--- config.mk ---
export PLATFORM = sky130hd
export DESIGN_NAME = pdm_router
export DESIGN_NICKNAME = d
export VERILOG_FILES = /design/src/rtl/pdm_pkg.sv /design/src/rtl/pdm_port_fifo.sv /design/src/rtl/pdm_router.sv
export SDC_FILE = /design/constraint.sdc
export NUM_CORES = 1
export LEC_CHECK = 0
export CORE_ASPECT_RATIO = 2
export CORE_UTILIZATION = 30
export CTS_CLUSTER_DIAMETER = 60
export DETAILED_ROUTE_END_ITERATION = 8
export MAX_ROUTING_LAYER = met4
export PLACE_DENSITY = 0.55
export RECOVER_POWER = 25
export SYNTH_ARGS = -nofsm -noshare
export SYNTH_HDL_FRONTEND = slang
export SYNTH_SLANG_ARGS = --single-unit
--- constraint.sdc ---
create_clock -name clk -period 4.3 [get_ports clk]
set_clock_uncertainty 0.05 [all_clocks]
set_input_delay 0.645 -clock clk [delete_from_list [all_inputs] [get_ports clk]]
set_output_delay 0.645 -clock clk [all_outputs]
set_load 0.1 [all_outputs]
--- src/rtl/pdm_pkg.sv ---
// Shared types and helpers for the packet data mover: FSM state encodings,
// default FIFO sizing and the FIFO space test used by the ingress drop check.
package pdm_pkg;

  typedef enum logic [1:0] {
    I_IDLE = 2'd0,
    I_LEN  = 2'd1,
    I_PAY  = 2'd2
  } ingress_state_t;

  typedef enum logic [1:0] {
    E_IDLE  = 2'd0,
    E_OFFER = 2'd1,
    E_SEND  = 2'd2
  } egress_state_t;

  localparam int DEF_FIFO_DEPTH = 16;
  localparam int PTR_W          = $clog2(DEF_FIFO_DEPTH);
  localparam int CNT_W          = PTR_W + 1;

  // A packet needs its payload plus one length word of free space.
  function automatic logic fits(input logic [15:0] free, input logic [15:0] len);
    return (free > len);
  endfunction

endpackage

--- src/rtl/pdm_port_fifo.sv ---
// Per-port first-word-fall-through FIFO holding length words and payload.
// Simultaneous read and write are allowed; callers never overflow or underflow it.
module pdm_port_fifo #(
  parameter int DATA_W = 8,
  parameter int DEPTH  = 16,
  localparam int PW    = $clog2(DEPTH),
  localparam int CW    = PW + 1
) (
  input  logic              clk,
  input  logic              rst_b,
  input  logic              wr_en_i,
  input  logic [DATA_W-1:0] din_i,
  input  logic              rd_en_i,
  output logic [DATA_W-1:0] dout_o,
  output logic [CW-1:0]     count_o,
  output logic [CW-1:0]     free_o
);

  logic [DATA_W-1:0] mem_q [DEPTH];
  logic [PW-1:0]     wr_ptr_q;
  logic [PW-1:0]     rd_ptr_q;
  logic [CW-1:0]     count_q;

  always_ff @(posedge clk) begin
    if (!rst_b) begin
      wr_ptr_q <= {PW{1'b0}};
      rd_ptr_q <= {PW{1'b0}};
      count_q  <= {CW{1'b0}};
    end else begin
      if (wr_en_i) wr_ptr_q <= wr_ptr_q + PW'(1);
      if (rd_en_i) rd_ptr_q <= rd_ptr_q + PW'(1);
      count_q <= count_q + CW'(wr_en_i) - CW'(rd_en_i);
    end
  end

  always_ff @(posedge clk) begin
    if (wr_en_i) mem_q[wr_ptr_q] <= din_i;
  end

  assign dout_o  = mem_q[rd_ptr_q];
  assign count_o = count_q;
  assign free_o  = CW'(DEPTH) - count_q;

endmodule

--- src/rtl/pdm_router.sv ---
// Packet data mover: one framed ingress stream fanned out (with multicast) into
// per-port FIFOs, each drained by an independent offer/proceed/send egress FSM.
module pdm_router
  import pdm_pkg::*;
#(
  parameter int N_PORTS    = 4,
  parameter int DATA_W     = 8,
  parameter int FIFO_DEPTH = 16
) (
  input  logic                        clk,
  input  logic                        rst_b,
  input  logic                        bnd_plse,
  input  logic [DATA_W-1:0]           data_in,
  output logic                        ack,
  output logic                        drop,
  output logic [N_PORTS*DATA_W-1:0]   newdata_len,
  input  logic [N_PORTS-1:0]          proceed,
  output logic [N_PORTS*DATA_W-1:0]   data_out,
  output logic [N_PORTS-1:0]          data_vld
);

  localparam int FCW = $clog2(FIFO_DEPTH) + 1;
  localparam logic [DATA_W:0] MAX_LEN = (DATA_W+1)'(FIFO_DEPTH - 1);

  ingress_state_t     ist_q;
  logic [N_PORTS-1:0] mask_q;
  logic [DATA_W-1:0]  rem_q;
  logic               drop_flag_q;
  logic               ack_q;
  logic               drop_q;

  logic               space_ok_s;
  logic               drop_now_s;
  logic               last_pay_s;
  logic [N_PORTS-1:0] wr_en_s;
  logic [N_PORTS-1:0] rd_en_s;
  logic [N_PORTS-1:0] pkt_inc_s;
  logic [DATA_W-1:0]  fifo_dout_s [N_PORTS];
  logic [FCW-1:0]     fifo_cnt_s  [N_PORTS];
  logic [FCW-1:0]     fifo_free_s [N_PORTS];

  // The space check uses free space before any same-cycle egress pop, so it is conservative.
  always_comb begin
    space_ok_s = 1'b1;
    for (int p = 0; p < N_PORTS; p++) begin
      if (mask_q[p] && !fits(16'(fifo_free_s[p]), 16'(data_in))) space_ok_s = 1'b0;
      else space_ok_s = space_ok_s;
    end
  end

  assign drop_now_s = (mask_q == {N_PORTS{1'b0}}) || (data_in == {DATA_W{1'b0}}) ||
                      ({1'b0, data_in} > MAX_LEN) || !space_ok_s;
  assign last_pay_s = (ist_q == I_PAY) && (rem_q == DATA_W'(1));

  always_comb begin
    wr_en_s   = {N_PORTS{1'b0}};
    pkt_inc_s = {N_PORTS{1'b0}};
    for (int p = 0; p < N_PORTS; p++) begin
      wr_en_s[p]   = mask_q[p] && (((ist_q == I_LEN) && !drop_now_s) ||
                                   ((ist_q == I_PAY) && !drop_flag_q));
      pkt_inc_s[p] = mask_q[p] && last_pay_s && !drop_flag_q;
    end
  end

  always_ff @(posedge clk) begin
    if (!rst_b) begin
      ist_q       <= I_IDLE;
      mask_q      <= {N_PORTS{1'b0}};
      rem_q       <= {DATA_W{1'b0}};
      drop_flag_q <= 1'b0;
      ack_q       <= 1'b0;
      drop_q      <= 1'b0;
    end else begin
      ack_q  <= 1'b0;
      drop_q <= 1'b0;
      case (ist_q)
        I_IDLE: begin
          if (bnd_plse) begin
            mask_q <= data_in[N_PORTS-1:0];
            ist_q  <= I_LEN;
          end
        end
        I_LEN: begin
          drop_flag_q <= drop_now_s;
          rem_q       <= data_in;
          if (data_in == {DATA_W{1'b0}}) begin
            ack_q  <= 1'b1;
            drop_q <= 1'b1;
            ist_q  <= I_IDLE;
          end else begin
            ist_q <= I_PAY;
          end
        end
        I_PAY: begin
          rem_q <= rem_q - DATA_W'(1);
          if (last_pay_s) begin
            ack_q  <= 1'b1;
            drop_q <= drop_flag_q;
            ist_q  <= I_IDLE;
          end
        end
        default: ist_q <= I_IDLE;
      endcase
    end
  end

  assign ack  = ack_q;
  assign drop = drop_q;

  for (genvar p = 0; p < N_PORTS; p++) begin : g_port
    egress_state_t     est_q;
    logic [DATA_W-1:0] len_q;
    logic [DATA_W-1:0] cnt_q;
    logic [DATA_W-1:0] dout_q;
    logic              vld_q;
    logic [FCW-1:0]    pkt_cnt_q;
    logic              pop_len_s;

    pdm_port_fifo #(.DATA_W(DATA_W), .DEPTH(FIFO_DEPTH)) u_fifo (
      .clk     (clk),
      .rst_b   (rst_b),
      .wr_en_i (wr_en_s[p]),
      .din_i   (data_in),
      .rd_en_i (rd_en_s[p]),
      .dout_o  (fifo_dout_s[p]),
      .count_o (fifo_cnt_s[p]),
      .free_o  (fifo_free_s[p])
    );

    // pkt_cnt only counts fully written packets, so a popped length always has its payload behind it.
    assign pop_len_s  = (est_q == E_IDLE) && (pkt_cnt_q != {FCW{1'b0}}) &&
                        (fifo_cnt_s[p] != {FCW{1'b0}});
    assign rd_en_s[p] = pop_len_s || ((est_q == E_OFFER) && proceed[p]) ||
                        ((est_q == E_SEND) && (cnt_q != {DATA_W{1'b0}}));

    always_ff @(posedge clk) begin
      if (!rst_b) begin
        est_q     <= E_IDLE;
        len_q     <= {DATA_W{1'b0}};
        cnt_q     <= {DATA_W{1'b0}};
        dout_q    <= {DATA_W{1'b0}};
        vld_q     <= 1'b0;
        pkt_cnt_q <= {FCW{1'b0}};
      end else begin
        pkt_cnt_q <= pkt_cnt_q + FCW'(pkt_inc_s[p]) - FCW'(pop_len_s);
        case (est_q)
          E_IDLE: begin
            if (pop_len_s) begin
              len_q <= fifo_dout_s[p];
              est_q <= E_OFFER;
            end
          end
          E_OFFER: begin
            if (proceed[p]) begin
              len_q  <= {DATA_W{1'b0}};
              dout_q <= fifo_dout_s[p];
              vld_q  <= 1'b1;
              cnt_q  <= len_q - DATA_W'(1);
              est_q  <= E_SEND;
            end
          end
          E_SEND: begin
            if (cnt_q != {DATA_W{1'b0}}) begin
              dout_q <= fifo_dout_s[p];
              cnt_q  <= cnt_q - DATA_W'(1);
            end else begin
              vld_q <= 1'b0;
              est_q <= E_IDLE;
            end
          end
          default: begin
            vld_q <= 1'b0;
            est_q <= E_IDLE;
          end
        endcase
      end
    end

    assign newdata_len[p*DATA_W +: DATA_W] = len_q;
    assign data_out[p*DATA_W +: DATA_W]    = dout_q;
    assign data_vld[p]                     = vld_q;
  end

endmodule

==> run_results.csv <==
group,metric,value,unit
outcome,status,"finished, violations left",
outcome,violations,"capacitance limit, slew limit",
synthesis,synth_seq_cells,725,
critical_path,crit_arrival,4.55,ns
clock_network,htreeDepth,3,
clock_network,hold_buffers,0,
synthesis,async_flop_share,0,%
sta,grt_setup_unrepaired,"true",
power_and_ir_drop,power.leakage,0.0123,uW
flow_run,cap_viol_max_count,6,
clock_network,clock_sinks,725,
synthesis,yosysMostFrequentCell,"edfxtp_1",
global_routing,gr-usage-all-layers,15.5,%
finish,num-fill-cells,9836,
clock_network,tritoncts,"done",
sta,max_freq,0.242,GHz
routing,drt_wl_total,79500,um
synthesis,ys_seq_area_share,62.4,%
critical_path,path_max_fanout,5,
sta,timing.final.max_slew_violations,364,
floorplanning,dieArea,0.106,mm2
sta,period_needed,4.14,ns
critical_path,critical_path_class,"flop to flop",
routing,drc,0,
synthesis,synth_top_area_cell,"edfxtp_1",
placed_design,gp_congestion,0.819,
critical_path,start_kind,"flop",
global_routing,grt_pass1_vias,19800,
global_routing,antenna_found_initial,6,
worst_hold_path,min_path_type,"flop to flop",
synthesis,synth_cells,2238,
floorplanning,die_h,460,um
clock_network,cts_buffers,69,
finish,drive_gt1_share,19.9,%
sta,setup_viol,0,
routing,firstDrtPassIters,6,
clock_network,path_clk_slew,0.07,ns
sta,whs,0.404,ns
synthesis,syn_avg_cell_area,14.1,um2
global_routing,grt_pass1_wl,120000,um
routing,vias,19000,
finish,area_delta_synth_final,17.4,%
synthesis,ys.flop_type,"edfxtp_1",
floorplanning,ios,85,
synthesis,syn_area,0.0315,mm2
synthesis,synthTopCellsByCount,"edfxtp_1, nand2_1, dfxtp_1, mux4_2, a21oi_1",
routing,wl_per_cell,20.8,um
sta,setup_tns,0,ns
power_and_ir_drop,powerDensity,673,mW/mm2
power_and_ir_drop,irDropWorstVdd,0.715,mV
critical_path,critPathCaptureType,"flop",
placed_design,portBuffers,84,
global_routing,grt_start_max_net_pins,118,
clock_network,cts_buffer_depth,3,
sta,worstMarginPinSlew,3.49,ns
placed_design,hpwl,55000,um
global_routing,overflow,0,
synthesis,ys_top_cells_by_area,"edfxtp_1, dfxtp_1, mux4_2",
synthesis,synth_cell_types,67,
finish,fin_nets,2544,
sta,fin_crit_sh,96.2,%
synthesis,syn_nets,2370,
clock_network,clkLatencyLatePin,0.65,ns
synthesis,ys_warn_count,0,
finish,multiInputGateArea,0.0110,mm2
floorplanning,start_util,30.3,%
floorplanning,num_rows,167,
floorplanning,core,0.104,mm2
routing,viasPerCell,4.98,
floorplanning,die_w,231,um
clock_network,cts_root_buffer,"clkbuf_16",
finish,regArea,0.0197,mm2
routing,antenna_left,0,
sta,finalHoldViolations,0,
synthesis,synth_edf_count,512,
sta,relSlewSlack,-133,%
critical_path,cp.required,4.72,ns
routing,first_iter_violations,1277,
synthesis,synth_top_cell_area_share,48.9,%
-- critical path, stage by stage, from the launching register on --
cell	delay (ns)
dfxtp_1	0.33
inv_1	0.08
ha_2	0.19
and2_1	0.14
ha_1	0.30
inv_2	0.08
ha_4	0.19
nand2_1	0.06
nor2_1	0.05
or4_4	0.43
a211oi_4	0.24
buf_6	0.15
a41o_1	0.21
inv_1	0.06
ha_1	0.27
inv_1	0.06
ha_2	0.18
inv_2	0.05
fa_2	0.39
nor2_2	0.10
nor2_1	0.04
nor2_1	0.13
or3_1	0.14
a21oi_2	0.05
-- logic make-up (layout without fill, tap and decap cells) --
kind of cell,Yosys count,in the layout,share of synthesized area [%]
AO/OA/AOI/OAI,315,315,5.98
XOR/XNOR,39,39,1.09
adder cells (fa/ha/maj),117,117,4.84
buffers and inverters,232,463,2.90
flip-flops,725,725,62.4
multiplexers,202,202,12.8
other,0,3,0
AND/OR/NAND/NOR,608,608,9.99
-- layout by cell type, fill, tap and decap left out, types with 8 or more instances in the layout --
master           count
xnor2_1             18
a211oi_1            10
or3_1               27
ha_1               102
and2_1              15
inv_1              102
nor2b_1             11
dfxtp_2             19
nand3_1             47
buf_4              131
xor2_1              21
clkbuf_1            31
or4_1               10
o21ai_0             58
nand2b_1            19
mux4_2             160
a31oi_1             13
nor3_1              69
nor4b_2             27
nor2_1             113
mux2i_1             38
clkdlybuf4s50_1     75
nand2_1            220
nor4_1               8
dfxtp_1            194
clkbuf_16           73
a21oi_1            156
edfxtp_1           512
-- repair_timing --
action | 4_1_cts | 5_1_grt
setup endpoints to repair | 0 | 8
endpoints found under the hold margin | 0 | 0
setup buffers | 0 | 4
gates resized for setup | 0 | 39
-- metal layers --
metal | vias up | global-route usage [%] | wire [um]
li1 | 8789 | - | -
met1 | 9731 | 15.7 | 29500
met2 | 414 | 29.6 | 45200
met3 | 113 | 2.34 | 2890
met4 | 0 | 5.10 | 1920
met5 | - | - | 0
-- layout make-up --
| cell class | instances | share of cell area (%) |
|---|---|---|
| Antenna cell | 3 | 0.0203 |
| Clock buffer | 95 | 5.25 |
| Clock inverter | 33 | 0.985 |
| Inverter | 109 | 1.12 |
| Multi-Input combinational cell | 1281 | 29.8 |
| Sequential cell | 725 | 53.2 |
| Tap cell | 1352 | 4.58 |
| Timing Repair Buffer | 226 | 5.00 |
-- stage by stage --
stage	area (um2)	total power (uW)	std cells	setup slack, ns	utilization, %
2_1_floorplan	31500	15800	2238	0.0616	-
3_3_place_gp	34500	18400	3689	-0.0728	33.3
3_5_place_dp	34500	18700	3689	-0.103	33.3
4_1_cts	36800	25000	3817	0.0397	35.5
5_1_grt	37000	26300	3824	-0.0489	35.6
6_report	37000	24900	3824	0.165	35.6
-- sequential cells by signal, indices dropped and copies added (netlist names), named ones only --
signal / count
rem_q: 8
ist_q: 2
g_port.est_q: 8
g_port.u_fifo.rd_ptr_q: 16
g_port.u_fifo.count_o: 20
g_port.u_fifo.mem_q: 512
mask_q: 4
g_port.dout_q: 32
ack: 1
g_port.pkt_cnt_q: 20
g_port.vld_q: 4
drop: 1
drop_flag_q: 1
g_port.cnt_q: 32
g_port.u_fifo.wr_ptr_q: 16
g_port.len_q: 32
-- final timing paths --
path	from	to	slack (ns)	cells after the start
min reg2reg	g_port[1].dout_q[2]	g_port[1].dout_q[2]	0.40	2
max reg2reg	g_port[3].u_fifo.count_o[1]	g_port[2].u_fifo.count_o[4]	0.16	23
max	g_port[3].u_fifo.count_o[1]	g_port[2].u_fifo.count_o[4]	0.16	23
min	g_port[1].dout_q[2]	g_port[1].dout_q[2]	0.40	2
-- power breakdown --
group	leakage [uW]	switching, uW	internal, uW	total, uW
registers	0.00635	1060	8130	9190
logic	0.00483	5680	3760	9440
clock network	0.00111	2720	3510	6240
No activity file was read; power rests on OpenSTA's default activity.
